File: config.mk
export PLATFORM = sky130hd
export DESIGN_NAME = ripple_sub_adder
export DESIGN_NICKNAME = d
export VERILOG_FILES = /design/src/rtl/ripple_sub_adder.sv
export SDC_FILE = /design/constraint.sdc
export NUM_CORES = 1
export LEC_CHECK = 0
export CAP_MARGIN = 20
export CORE_AREA = 5 5 42 44
export DETAILED_ROUTE_END_ITERATION = 8
export DIE_AREA = 0 0 47 49
export GPL_TIMING_DRIVEN = 0
export PLACE_DENSITY = 0.58
export SLEW_MARGIN = 20
export SYNTH_ARGS = -nofsm -noshare
export SYNTH_HDL_FRONTEND = slang
export SYNTH_SLANG_ARGS = --single-unit
export TNS_END_PERCENT = 50
File: constraint.sdc
create_clock -name clk -period 3.82 [get_ports clk]
set_input_delay 0.955 -clock clk [delete_from_list [all_inputs] [get_ports clk]]
set_output_delay 0.955 -clock clk [all_outputs]
set_load 0.02 [all_outputs]
File: src/rtl/ripple_sub_adder.sv
// N-bit ripple-carry adder/subtractor with registered result and status flags.
// D=0 computes B+A, D=1 computes B-A as B + ~A + 1; all outputs load every cycle.
module ripple_sub_adder #(
    parameter int N = 4
) (
    input  logic         clk,
    input  logic         rst,
    input  logic [N-1:0] A,
    input  logic [N-1:0] B,
    input  logic         D,
    output logic [N-1:0] S,
    output logic         Cout,
    output logic         V,
    output logic         Z
);

    function automatic logic fa_sum(input logic a, input logic b, input logic cin);
        return a ^ b ^ cin;
    endfunction

    function automatic logic fa_carry(input logic a, input logic b, input logic cin);
        return (a & b) | (cin & (a ^ b));
    endfunction

    logic [N-1:0] a_cond;
    logic [N:0]   carry;
    logic [N-1:0] s_d;
    logic         cout_d;
    logic         v_d;
    logic         z_d;

    logic [N-1:0] s_q;
    logic         cout_q;
    logic         v_q;
    logic         z_q;

    // Inverting A and injecting D as the LSB carry turns the adder into B - A.
    assign a_cond   = A ^ {N{D}};
    assign carry[0] = D;

    for (genvar i = 0; i < N; i++) begin : g_cell
        assign s_d[i]     = fa_sum(a_cond[i], B[i], carry[i]);
        assign carry[i+1] = fa_carry(a_cond[i], B[i], carry[i]);
    end

    assign cout_d = carry[N];
    assign v_d    = carry[N-1] ^ carry[N];
    assign z_d    = (s_d == '0);

    always_ff @(posedge clk) begin
        if (rst) begin
            s_q    <= '0;
            cout_q <= 1'b0;
            v_q    <= 1'b0;
            z_q    <= 1'b1;
        end else begin
            s_q    <= s_d;
            cout_q <= cout_d;
            v_q    <= v_d;
            z_q    <= z_d;
        end
    end

    assign S    = s_q;
    assign Cout = cout_q;
    assign V    = v_q;
    assign Z    = z_q;

endmodule

# Yosys cells after proc, flatten, opt, wreduce, memory -nomap -nowiden
# Index checks and enable logic that the tools add are counted.
# Widths: inputs -> output; s select.
# word_totals
register_bits	7
wordCells	27
inputBits	11
out_inout_bits	7
# op_classes
n_bitwise	22
n_reduce_logical	1
# ops
operator	n
$xor 1x1->1	9
$and 1x1->1	8
$logic_not 4->1	1
$or 1x1->1	4
$xor 4x4->4	1

# Longest topological paths before layout
# Gate-level depths: netlist (run 1).
# depth
depth_word	11
mapped_depth	8
ltp_nobuf	8

# Least setup slack after synthesis (run 1)
# OpenSTA, ideal clock, no wires.
# synth_timing
path_type	input to register
startpoint	input port A[0]
endpoint	register z_q (netlist: Z)
cell_stages	8
arrival_ps	2634
path_slack_ps	1070
setup_ps	115
cell_sequence	mux2_2 > fa_1 > inv_1 > fa_1 > inv_1 > fa_1 > nor2_1 > a31o_1
# synth_via
elab_chain_len	10
word_cells_on_any_way	14
classes_between	bitwise: 13; reduce/logical: 1
# synth_rtl
element	line	source
from (decl)	8	input logic [N-1:0] A,
$xor 4x4->4 *	38	assign a_cond = A ^ {N{D}};
$xor 1x1->1	22	return (a & b) | (cin & (a ^ b));
$and 1x1->1	22	
$or 1x1->1 *	22	
$and 1x1->1 *	22	
$or 1x1->1 *	22	
$and 1x1->1 *	22	
$or 1x1->1 *	22	
$xor 1x1->1 *	18	return a ^ b ^ cin;
named net s_d[3]	27	logic [N-1:0] s_d;
$logic_not 4->1 *	48	assign z_d = (s_d == '0);
to (signal assigned)	60	z_q <= z_d;
to (decl)	35	logic z_q;
# Mark *: on every way through the listed nets, which the timed path passes. The rest lies on a longest branch.
# A chain may end at the register's enable or synchronous reset.

# Final worst setup path (run 1)
# Ends and elaborated chain as after synthesis.

==> results.py, run 1 <==
metrics = {
    "run_status": {
        "status": "complete, no violations",
    },
    "cts": {
        "cts_max_path_buffers": 2,
        "cts-buffers-inserted": 3,
        "postCtsHoldBufs": 0,
        "cts.repair.resized": 0,
        "cts.reportedPaths.clkPinSlew_ns": 0.05,
        "cts_root_buffer": "clkbuf_4",
        "cts_tree": "yes",
        "postCtsSetupRepairBufs": 0,
        "cts_sinks": 7,
        "htree_levels": 1,
    },
    "synth": {
        "yosys_most_used_dff": "dfxtp_1",
        "netlist_top_cells_count": "dfxtp_1, nor2_1",
        "yosys.cell_count.top_type": "dfxtp_1",
        "synth.top_cell.area_share_pct": 45.3,
        "ys_seq_elements": 7,
        "synth_top_cell_by_area": "dfxtp_1",
        "synthArstFlopShare_pct": 0,
        "avgSynthCellArea_um2": 11.4,
        "synthesis.area_um2": 309,
        "synth_enable_flop_cells": 0,
        "syn_nets": 41,
        "yosysWarningCount": 0,
        "yosys.cell_types.count": 9,
        "synth.yosys.seq_area_share_pct": 45.3,
        "syn_inst": 27,
        "ys_top_cells_by_area": "dfxtp_1, fa_1, xor2_1",
    },
    "timing": {
        "worst_pin_slew_ns": 0.227,
        "setup-tns-final_ns": 0,
        "max-slew-margin-rel_pct": 84.8,
        "rsz0062_at_grt": "no",
        "finalSetupViolations": 0,
        "fin_crit_ns": 3.12,
        "drv_slew": 0,
        "fin_crit_sh_pct": 81.6,
        "hold_violations": 0,
        "timing.final.ws_setup_ns": 0.704,
        "timing.fmax_mhz": 321,
    },
    "global_route": {
        "grt_overflow": 0,
        "grt_max_degree": 8,
        "grt_pass1_vias": 228,
        "grtUsageTotal_pct": 5.59,
        "antenna_found_initial": 0,
        "grt_pass1_wl_um": 821,
    },
    "power": {
        "powerDensity_mw_per_mm2": 428,
        "ir_worst_vdd_mv": 0.111,
        "leakagePower_uw": 0.000214,
    },
    "floorplan": {
        "io_pins": 18,
        "start_util_pct": 22.1,
        "die_area_mm2": 0.00230,
        "core-area_mm2": 0.00140,
        "dieHeight_um": 49,
        "num_rows": 14,
        "fp.dieW_um": 47,
    },
    "setup_path": {
        "crit_required_ns": 3.96,
        "crit_fanout": 2,
        "worstPathArrival_ns": 3.26,
        "cp-end-kind": "flop",
        "criticalPathCategory": "primary input to flop",
        "startpoint_type": "primary input",
    },
    "placed_design": {
        "post_dp_cell_area_um2": 499,
        "portBuffers": 17,
        "dp_slack_ns": 0.439,
        "place.gp.congestion": 0.662,
    },
    "detailed_routing": {
        "ant_nets": 0,
        "wl_per_cell_um": 8.81,
        "drc_errors": 0,
        "drt-total-wl_um": 564,
        "drt_iter0_drc": 0,
        "wl_met1_um": 166,
        "routed-wl-met3_um": 75,
        "dr.pass1.iters": 1,
        "route.met2.wl_um": 302,
        "via_per_inst": 3.81,
        "highest_layer": "met4",
        "vias": 244,
    },
    "cells_and_area": {
        "layout-drive-gt1-share_pct": 8.33,
        "fillers": 156,
        "n_antenna_cell": 0,
        "design_area_um2": 526,
        "area_delta_synth_final_pct": 70.0,
        "fin_nets": 63,
        "utilization_pct": 37.5,
    },
    "job": {
        "cap_violations": 0,
    },
    "hold_path": {
        "hp-class": "primary input to flop",
    },
}
==> flip-flops by register name, summed over array words and instances, names as in the netlist <==
name	cells
S	4
Cout	1
V	1
Z	1
==> cell usage in the layout, fill, tap and decap left out, drive strengths merged <==
cell,synthesis,layout
nor2,4,4
xor2,3,3
nor2b,3,3
inv,3,3
a31o,1,1
fa,3,3
dfxtp,7,7
xnor2,2,2
clkbuf,0,4
mux2,1,1
clkdlybuf4s50,0,17
==> path summary, 6_finish.rpt <==
kind | start | endpoint | slack [ns] | cells after the start
worst max-delay path | A[0] | Z | 0.70 | 9
worst min-delay path | rst | S[2] | 1.38 | 2
==> metal layers <==
layer	track usage [%]	vias up
met5	0	-
met4	11.1	0
met3	0	2
met2	7.69	13
met1	4.70	106
li1	-	123
==> metrics by stage <==
stage | std cells | hold slack (ns) | power, uW
after floorplan | 27 | 1.02 | 125
after global placement | 60 | 1.63 | 161
after detailed placement | 60 | 1.63 | 163
after CTS | 64 | 1.37 | 230
after global routing | 64 | 1.43 | 241
final | 64 | 1.38 | 225
==> cells by family after synthesis <==
family	count (synthesis)	share of synthesized area, %
XOR/XNOR	5	14.2
AO/OA/AOI/OAI	1	2.83
AND/OR/NAND/NOR	7	10.9
buffers and inverters	3	3.64
adder cells (fa/ha/maj)	3	19.4
multiplexers	1	3.64
flip-flops	7	45.3
==> power by group <==
group	switching, uW	internal [uW]
clock network	25.0	39.7
logic	33.8	40.9
registers	2.20	83.3
total	60.9	164
==> area by class of cell <==
type	instances	area [um2]	share of cell area, %
repair buffers	17	170	32.4
well taps	16	20.0	3.81
clock buffers	4	26.3	5.00
inverters	3	11.3	2.14
multi-input cells	17	158	30.0
flip-flops and latches	7	140	26.7
==> worst max-delay path: stages <==
cell,delay (ns)
clkdlybuf4s50_1,0.50
mux2_2,0.35
fa_1,0.35
inv_1,0.07
fa_1,0.20
inv_1,0.06
fa_1,0.52
nor2_1,0.05
a31o_1,0.20
Power figures use the tool's default switching activity.
==> run 2: changes to the inputs <==
Clock period 3.82 ns to 3.22 ns, I/O delays scaled along.
==> results of run 2 <==
The final DEF is identical to that of run 1. Status: complete, no violations.
Main changes from that run: setup slack after placement 0.439 ns -> -0.0111 ns; setup slack after layout 0.704 ns -> 0.254 ns; hold slack 1.38 ns -> 1.23 ns; total power 225 uW -> 267 uW; worst IR drop on VDD 0.111 mV -> 0.131 mV
